==> src/rtl/if_fetch_unit.sv <==
// if_fetch_unit: instruction-fetch stage driving the IF/ID register over an imem req/ack handshake.
// Optional FETCH_COUNT_EN adds fetch_count, a count of instructions delivered to IR_if.
`ifndef WORD
`define WORD 32
`endif
`ifndef ZERO
`define ZERO 32'h0000_0000
`endif
module if_fetch_unit #(
    parameter int WIDTH = `WORD,
    parameter logic [WIDTH-1:0] RESET_PC = `ZERO
) (
    input  logic             clk,
    input  logic             reset,
    input  logic             stall_id,
    input  logic             branch_taken,
    input  logic [WIDTH-1:0] branch_target,
    output logic             imem_req,
    output logic [WIDTH-1:0] imem_addr,
    input  logic [WIDTH-1:0] imem_rdata,
    input  logic             imem_ack,
    output logic [WIDTH-1:0] nPC_if,
    output logic [WIDTH-1:0] IR_if,
    output logic             valid_if
`ifdef FETCH_COUNT_EN
    ,
    output logic [31:0]      fetch_count
`endif
);
    typedef enum logic [1:0] {IDLE, FETCH, PEND} state_t;
    state_t state, state_n;
    logic [WIDTH-1:0] pc, pc_n, pc_inc, sq_addr, sq_addr_n;
    logic [WIDTH-1:0] ir_n, npc_n, pend_ir, pend_ir_n, pend_npc, pend_npc_n;
    logic squash, squash_n, valid_n;
    assign pc_inc = pc + WIDTH'(4);
    assign imem_req = state == FETCH;
    // A squashed request keeps presenting its original address until acked.
    assign imem_addr = squash ? sq_addr : pc;
    always_comb begin
        state_n = state;
        pc_n = pc;
        squash_n = squash;
        sq_addr_n = sq_addr;
        ir_n = IR_if;
        npc_n = nPC_if;
        valid_n = valid_if;
        pend_ir_n = pend_ir;
        pend_npc_n = pend_npc;
        if (branch_taken) begin
            pc_n = branch_target & ~WIDTH'(3);
            state_n = FETCH;
            squash_n = state == FETCH && !imem_ack;
            if (state == FETCH && !imem_ack) sq_addr_n = imem_addr;
            if (!stall_id) begin
                ir_n = '0;
                valid_n = 1'b0;
            end
        end else if (state == IDLE) begin
            state_n = FETCH;
        end else if (state == PEND) begin
            if (!stall_id) begin
                ir_n = pend_ir;
                npc_n = pend_npc;
                valid_n = 1'b1;
                state_n = FETCH;
            end
        end else if (imem_ack && !squash) begin
            pc_n = pc_inc;
            if (stall_id) begin
                pend_ir_n = imem_rdata;
                pend_npc_n = pc_inc;
                state_n = PEND;
            end else begin
                ir_n = imem_rdata;
                npc_n = pc_inc;
                valid_n = 1'b1;
            end
        end else begin
            if (imem_ack) squash_n = 1'b0;
            if (!stall_id) begin
                ir_n = '0;
                valid_n = 1'b0;
            end
        end
    end
    always_ff @(posedge clk or posedge reset) begin
        if (reset) begin
            state <= IDLE;
            pc <= RESET_PC;
            squash <= 1'b0;
            sq_addr <= RESET_PC;
            IR_if <= '0;
            nPC_if <= '0;
            valid_if <= 1'b0;
            pend_ir <= '0;
            pend_npc <= '0;
        end else begin
            state <= state_n;
            pc <= pc_n;
            squash <= squash_n;
            sq_addr <= sq_addr_n;
            IR_if <= ir_n;
            nPC_if <= npc_n;
            valid_if <= valid_n;
            pend_ir <= pend_ir_n;
            pend_npc <= pend_npc_n;
        end
    end
`ifdef FETCH_COUNT_EN
    // valid_if can only rise on an unstalled edge by delivering a word.
    always_ff @(posedge clk or posedge reset) begin
        if (reset) fetch_count <= '0;
        else if (valid_n && !stall_id) fetch_count <= fetch_count + 32'd1;
    end
`endif
endmodule

==> config.mk <==
export PLATFORM = sky130hd
export DESIGN_NAME = if_fetch_unit
export DESIGN_NICKNAME = d
export VERILOG_FILES = /design/src/rtl/if_fetch_unit.sv
export SDC_FILE = /design/constraint.sdc
export NUM_CORES = 1
export LEC_CHECK = 0
export BUFFER_PORTS_ARGS = -buffer_cell sky130_fd_sc_hd__buf_4
export CORE_ASPECT_RATIO = 1.25
export CORE_MARGIN = 2
export CORE_UTILIZATION = 42
export CTS_CLUSTER_DIAMETER = 150
export DETAILED_ROUTE_END_ITERATION = 10
export GPL_ROUTABILITY_DRIVEN = 0
export GPL_TIMING_DRIVEN = 0
export HOLD_SLACK_MARGIN = 0.08
export PLACE_DENSITY = 0.66
export SLEW_MARGIN = 20
export SYNTH_ARGS = -nofsm -noshare
export SYNTH_HDL_FRONTEND = slang
export SYNTH_SLANG_ARGS = --single-unit
==> constraint.sdc <==
create_clock -name clk -period 5.27 [get_ports clk]
set_input_delay 0.2635 -clock clk [delete_from_list [all_inputs] [get_ports clk]]
set_output_delay 0.2635 -clock clk [all_outputs]
set_load 0.005 [all_outputs]
==> flow_metrics.env, run 1 <==
export IMPL_status="finished clean"
export IMPL_final_nets=1162
export IMPL_fmax_mhz=383
export IMPL_viasPerCell=5.14
export IMPL_power_density_mw_per_mm2=346
export IMPL_fp_dieH_um=167
export IMPL_clkPwrFrac_pct=30.4
export IMPL_synth_cell_types=46
export IMPL_fill_cells=1839
export IMPL_clock_path_buffers=2
export IMPL_crit_type="reg2reg"
export IMPL_wire_per_inst_um=17.2
export IMPL_slew_headroom_pct=46.5
export IMPL_p_sw_mw=1.18
export IMPL_clk_latency_ns=0.43
export IMPL_cp_start_kind="flip-flop"
export IMPL_setup_violations=0
export IMPL_cp_slowest_stage_delay_ns=0.61
export IMPL_p_int_mw=2.91
export IMPL_finalHoldViolCount=0
export IMPL_grt_pass1_vias=7183
export IMPL_synth_edf_count=0
export IMPL_cp_arrival_ns=2.92
export IMPL_gr_usage_met1_pct=28.0
export IMPL_io_buffers=161
export IMPL_cts_resized=0
export IMPL_via_count=7087
export IMPL_start_util_pct=42.9
export IMPL_critical_path_cell_chain="ha_1, nand3_1, buf_2, nor4_4, a21boi_0, nor3_1, o21ai_1"
export IMPL_drt_wl_total_mm=23.7
export IMPL_dpl_hpwl_mm=17.1
export IMPL_coreArea_sq_mm=0.0209
export IMPL_netlist_area_sq_mm=0.00896
export IMPL_path_delay_family="simple AND/OR/NAND/NOR gates"
export IMPL_hold_path_class="in2reg"
export IMPL_antenna_found_initial=0
export IMPL_met3_usage_pct=3.91
export IMPL_timing_critical_path_buf_inv=1
export IMPL_async_flop_share_pct=100
export IMPL_ant_nets=0
export IMPL_cts_root_buf="clkbuf_16"
export IMPL_ios=167
export IMPL_drcViolationCount=0
export IMPL_ctsHtreeMaxLevel=4
export IMPL_track_usage_pct=21.6
export IMPL_r2r_slack_ns=2.66
export IMPL_grt_pass1_wl_mm=38.5
export IMPL_clkTransAtPathRegs_ns=0.07
export IMPL_area_growth_pct=32.0
export IMPL_top_usage_layer="met2"
export IMPL_finalMaxSlewViolations=0
export IMPL_finalCriticalPeriod_ns=2.61
export IMPL_cp_required_ns=5.58
export IMPL_use_met2_pct=37.3
export IMPL_skew_ns=0.0106
export IMPL_grt_overflow_total=0
export IMPL_cap_viol_max_count=0
export IMPL_finalSetupTns_ns=0
export IMPL_die_width_um=135
export IMPL_synth_seq_cells=190
export IMPL_drt_iter0_markers=325
export IMPL_path_max_fanout=10
export IMPL_grt_max_degree=34
export IMPL_crit_slowest_cell="nor4_4"
export IMPL_cts_hold_buf=62
export IMPL_worstSetupEndpointType="flip-flop"
export IMPL_post_cts_buffers=0
export IMPL_drtPass1Iterations=5
export IMPL_die_area_sq_mm=0.0225
export IMPL_rows=59
export IMPL_ir_drop_uv=237
export IMPL_pwr_share_comb_pct=22.3
export IMPL_rsz0062_at_grt="no"
export IMPL_cts_sinks=190
export IMPL_p_sw_share_pct=28.8
export IMPL_layout_drive_gt1_share_pct=30.2
export IMPL_final_util_pct=56.6
export IMPL_ys_flop_type="dfrtp_1"
export IMPL_worst_pin_slew_ns=0.798
export IMPL_finalCritPeriodShare_pct=49.5
export IMPL_p_leak_nw=5.40
export IMPL_cts_tree="built"
export IMPL_postSynthCellCount=843
export IMPL_pwr_share_seq_pct=47.3
export IMPL_yosysWarnings=0
export IMPL_syn_avg_cell_area_sq_um=10.6
export IMPL_yosysSeqAreaShare_pct=53.1
export IMPL_antenna_cells=0
export IMPL_numCtsBuffers=17
[flip-flops by register name, indices dropped and copies added, names as in the netlist]
signal and count:
squash 1, pend_npc 30, IR_if 32, state 2
nPC_if 30, valid_if 1, sq_addr 32, pc 30
pend_ir 32
[path summary, 6_finish.rpt]
| kind | from | endpoint | depth (start not counted) |
|---|---|---|---|
| max | pc[2] | nPC_if[26] | 7 |
| min | imem_rdata[15] | pend_ir[15] | 2 |
| max reg2reg | pc[2] | nPC_if[26] | 7 |
| min reg2reg | nPC_if[7] | nPC_if[7] | 1 |
| max in group asynchronous | reset | sq_addr[4] | 8 |
| min in group asynchronous | reset | pc[29] | 3 |
[cells by family after synthesis]
| logic type | share of synthesized area [%] |
|---|---|
| and+or+nand+nor | 12.5 |
| DFF | 53.1 |
| AOI/OAI and AO/OA | 9.76 |
| muxes | 15.4 |
| buffers and inverters | 3.64 |
| xor gates and xnor gates | 5.47 |
| adders and majority gates | 0.140 |
| other | 0.0418 |
[per-layer routing]
metal	share of wire [%]	routed length, um
met2	50	11900
met3	4.5	1070
met5	0	0
met4	1.5	345
met1	44	10400
[cell type report]
type | instances | area, sq um | share of cell area, %
Multi-Input combinational cell | 581 | 3880 | 32.8
Clock buffer | 18 | 439 | 3.71
Tap cell | 274 | 343 | 2.90
Clock inverter | 14 | 126 | 1.07
Sequential cell | 190 | 4750 | 40.2
Timing Repair Buffer | 229 | 1950 | 16.5
Buffer | 67 | 304 | 2.57
Inverter | 6 | 26.3 | 0.222
[metrics by stage]
| stage | total power, mW | hold WS, ns | instance area (sq um) | std cells | setup WS (ns) |
|---|---|---|---|---|---|
| 3_3_place_gp | 2.80 | 0.460 | 10500 | 1279 | 1.31 |
| 4_1_cts | 4.12 | 0.0851 | 11800 | 1379 | 2.65 |
| 5_1_grt | 4.31 | 0.0805 | 11800 | 1379 | 2.53 |
| 6_report | 4.09 | 0.0967 | 11800 | 1379 | 2.66 |
| 3_5_place_dp | 2.85 | 0.284 | 10600 | 1285 | 2.74 |
| 2_1_floorplan | 2.43 | 0.360 | 8970 | 844 | 2.56 |
[power by group through the flow]
stage | registers [mW] | logic (mW) | clock network, mW
3_3_place_gp | 1.95 | 0.856 | 0
3_5_place_dp | 1.96 | 0.884 | 0
4_1_cts | 1.93 | 0.924 | 1.26
6_report | 1.93 | 0.914 | 1.24
5_1_grt | 1.97 | 1.01 | 1.33
2_1_floorplan | 1.93 | 0.504 | 0
[cells in the final DEF (no fill, tap or decap), types with 4 or more instances in the layout]
cell type / Yosys / layout
a21o_1: 6 / 6
a21oi_1: 52 / 52
and2_1: 4 / 4
and3_1: 7 / 7
buf_12: 0 / 6
buf_2: 24 / 24
buf_4: 6 / 167
clkbuf_1: 35 / 35
clkbuf_16: 0 / 17
clkinv_4: 0 / 4
clkinvlp_4: 0 / 4
dfrtp_1: 190 / 190
dlygate4sd3_1: 0 / 62
inv_1: 6 / 5
inv_6: 0 / 4
mux2_2: 93 / 93
mux2i_1: 33 / 33
nand2_1: 92 / 92
nand3_1: 22 / 22
nand4_1: 18 / 18
nor2_1: 59 / 59
nor3_1: 7 / 7
nor3_2: 4 / 4
nor4_1: 5 / 5
o211ai_1: 6 / 6
o21ai_0: 77 / 77
o22ai_1: 10 / 10
xnor2_1: 24 / 24
xor2_1: 32 / 32
[Yosys cell counts, drive strengths merged (4+ instances only)]
library cell | number | area [sq um]
nor3 | 11 | 75.1
inv | 6 | 22.5
nor2 | 59 | 221
buf | 32 | 173
mux2i | 33 | 330
o211ai | 6 | 45.0
and3 | 7 | 43.8
nand3 | 23 | 120
o22ai | 10 | 62.6
dfrtp | 190 | 4750
nor4 | 6 | 52.6
o21ai | 80 | 400
xor2 | 32 | 280
nand2 | 92 | 345
a21o | 6 | 45.0
a21oi | 52 | 260
mux2 | 93 | 1050
nand4 | 20 | 146
clkbuf | 35 | 131
and2 | 4 | 25.0
xnor2 | 24 | 210
No activity file was read; power rests on OpenSTA's default activity.
==> run 2: changes to the inputs <==
--- a/config.mk
+++ b/config.mk
@@ -5,6 +5,7 @@
 export SDC_FILE = /design/constraint.sdc
 export NUM_CORES = 1
 export LEC_CHECK = 0
+export ABC_AREA = 1
 export BUFFER_PORTS_ARGS = -buffer_cell sky130_fd_sc_hd__buf_4
 export CORE_ASPECT_RATIO = 1.25
 export CORE_MARGIN = 2
@@ -14,7 +15,7 @@
 export GPL_ROUTABILITY_DRIVEN = 0
 export GPL_TIMING_DRIVEN = 0
 export HOLD_SLACK_MARGIN = 0.08
-export PLACE_DENSITY = 0.66
+export PLACE_DENSITY = 0.65
 export SLEW_MARGIN = 20
 export SYNTH_ARGS = -nofsm -noshare
 export SYNTH_HDL_FRONTEND = slang
==> constraint.sdc (replaced) <==
create_clock -name clk -period 2.4 [get_ports clk]
set_input_delay 0.12 -clock clk [delete_from_list [all_inputs] [get_ports clk]]
set_output_delay 0.12 -clock clk [all_outputs]
set_load 0.005 [all_outputs]
==> run 2 against run 1 <==
  * Highest routed layer unchanged
  * Power is 150% higher
  * Die area rose by 4.2%
  * Critical path type is now reg2out
  * Critical endpoint is now imem_addr[29]
  * Sequential share of layout area is 1.4 points lower
==> flow_metrics.env, run 2 <==
export IMPL_finalCriticalPeriod_ns=2.15
export IMPL_dpl_hpwl_mm=20.9
export IMPL_async_flop_share_pct=100
export IMPL_via_count=8942
export IMPL_ir_drop_uv=527
export IMPL_grt_pass1_wl_mm=44.0
export IMPL_rows=61
export IMPL_layout_commonest_cell="nand2_1"
export IMPL_area_growth_pct=31.2
export IMPL_cts_tree="built"
export IMPL_track_usage_pct=24.2
export IMPL_cap_viol_max_count=0
export IMPL_synth_edf_count=0
export IMPL_fin_hold_ws_ns=0.146
export IMPL_synth_seq_cells=190
export IMPL_die_width_um=137
export IMPL_drt_wl_total_mm=27.8
export IMPL_use_met2_pct=43.4
export IMPL_cts_sinks=190
export IMPL_cts_root_buf="clkbuf_16"
export IMPL_yosysTopAreaCell="dfrtp_1"
export IMPL_synth_cell_types=30
export IMPL_fill_cells=2120
export IMPL_antenna_cells=0
export IMPL_ctsHtreeMaxLevel=4
export IMPL_post_cts_buffers=0
export IMPL_status="finished clean"
export IMPL_io_buffers=162
export IMPL_drtPass1Iterations=5
export IMPL_seqCellArea_sq_mm=0.00475
export IMPL_die_area_sq_mm=0.0235
export IMPL_synth_common_cells="nand2_1 (492), dfrtp_1 (190), o21ai_0 (181), inv_1 (95), nand3_1 (84)"
export IMPL_rsz0062_at_grt="no"
export IMPL_cp_arrival_ns=2.03
export IMPL_final_nets=1577
export IMPL_drt_iter0_markers=605
export IMPL_yosysWarnings=0
export IMPL_netlist_area_sq_mm=0.00935
export IMPL_crit_type="reg2out"
export IMPL_cp_start_kind="flip-flop"
export IMPL_drcViolationCount=0
export IMPL_worst_pin_slew_ns=0.647
export IMPL_r2r_slack_ns=0.30
export IMPL_grt_pass1_vias=8526
export IMPL_finalCritPeriodShare_pct=89.5
export IMPL_syn_avg_cell_area_sq_um=7.45
export IMPL_wire_per_inst_um=15.4
export IMPL_hold_path_class="in2reg"
export IMPL_fmax_mhz=466
export IMPL_gr_usage_met1_pct=30.6
export IMPL_final_util_pct=55.6
export IMPL_synth_most_common_cell="nand2_1"
export IMPL_synth_top_area_share_pct=50.9
export IMPL_fp_dieH_um=171
export IMPL_synthTopCellsByArea="dfrtp_1 (51%), nand2_1 (20%), o21ai_0 (9.7%), nand3_1 (4.5%), inv_1 (3.8%)"
export IMPL_viasPerCell=4.96
export IMPL_clock_path_buffers=2
export IMPL_clk_latency_ns=0.44
export IMPL_ys_flop_type="dfrtp_1"
export IMPL_layout_drive_gt1_share_pct=15.7
export IMPL_ios=167
export IMPL_finalMaxSlewViolations=0
export IMPL_power_density_mw_per_mm2=831
export IMPL_top_usage_layer="met2"
export IMPL_numCtsBuffers=17
export IMPL_ant_nets=0
export IMPL_multi_input_comb_area_sq_mm=0.00392
export IMPL_finalHoldViolCount=0
export IMPL_slew_headroom_pct=56.9
export IMPL_path_max_fanout=10
export IMPL_setup_violations=0
export IMPL_start_util_pct=42.4
export IMPL_layout_common_cells="nand2_1 (492), dfrtp_1 (190), o21ai_0 (181)"
export IMPL_antenna_found_initial=0
export IMPL_p_leak_nw=6.23
export IMPL_grt_max_degree=34
export IMPL_skew_ns=0.0124
export IMPL_clkTransAtPathRegs_ns=0.07
export IMPL_cp_required_ns=2.28
export IMPL_met3_usage_pct=3.08
export IMPL_grt_overflow_total=0
export IMPL_top_regs="IR_if x32, pend_ir x32, sq_addr x32"
export IMPL_yosysSeqAreaShare_pct=50.9
export IMPL_postSynthCellCount=1254
export IMPL_coreArea_sq_mm=0.0221
export IMPL_worstSetupEndpointType="output pin"
-- run 2: worst max-delay path: stages (launching register included) --
cell and delay [ns]:
dfrtp_1 0.32, buf_2 0.17, clkbuf_1 0.34, clkbuf_2 0.35, nand2_1 0.08, o21ai_0 0.16, buf_4 0.18
-- run 2: report_power, final --
group | total [mW] | internal [mW] | switching (mW)
clock | 2.78 | 1.50 | 1.28
sequential | 4.63 | 4.11 | 0.517
combinational | 2.78 | 1.26 | 1.52
total | 10.2 | 6.87 | 3.32
-- run 2: final cells by class --
class	count	share of cell area, %
Inverter	103	3.18
Multi-Input combinational cell	896	32.0
Sequential cell	190	38.8
Clock buffer	21	3.76
Tap cell	283	2.89
Timing Repair Buffer	233	16.2
Clock inverter	11	0.857
Buffer	66	2.36
-- run 2: metrics by stage --
step | instances | TNS [ns] | power (mW) | instance area [sq um] | setup WS [ns]
floorplan | 1255 | -32.01 | 6.04 | 9350 | -0.168
global placement | 1700 | -270.09 | 7.27 | 10900 | -1.44
detailed placement | 1706 | 0 | 7.37 | 11000 | 0.325
CTS | 1803 | 0 | 10.3 | 12300 | 0.0407
global route | 1803 | 0 | 10.8 | 12300 | 0.129
finish | 1803 | 0 | 10.2 | 12300 | 0.252
-- run 2: timing repair --
action | CTS | global route
gates resized for setup | 0 | 2
setup endpoints to repair | 0 | 7
hold buffers | 65 | 0
hold endpoints to repair | 165 | 0
-- run 2: layer usage --
metal / up-vias / share of wire (%)
met2: 258 / 51
met5: - / 0
met4: 0 / 1.4
met3: 29 / 4.6
li1: 4495 / -
met1: 4160 / 43
-- run 2: path summary, 6_finish.rpt --
path / startpoint / endpoint / cells past startpoint
max reg2reg: pc[3] / nPC_if[26] / 10
min reg2reg: sq_addr[14] / sq_addr[14] / 2
min in group asynchronous: reset / nPC_if[8] / 3
max in group asynchronous: reset / nPC_if[27] / 5
max: squash / imem_addr[29] / 6
min: branch_taken / squash / 4
-- run 2: logic make-up (layout without fill, tap and decap cells) --
logic type                 after synthesis  in the layout  synth area share [%]
DFF                                    190            190                  50.9
buffers and inverters                  169            434                  7.22
AOI/OAI and AO/OA                      230            230                  12.9
xor gates and xnor gates                 7              7                 0.656
adders and majority gates                1              1                 0.134
and+or+nand+nor                        656            656                  28.2
other                                    1              2                0.0401
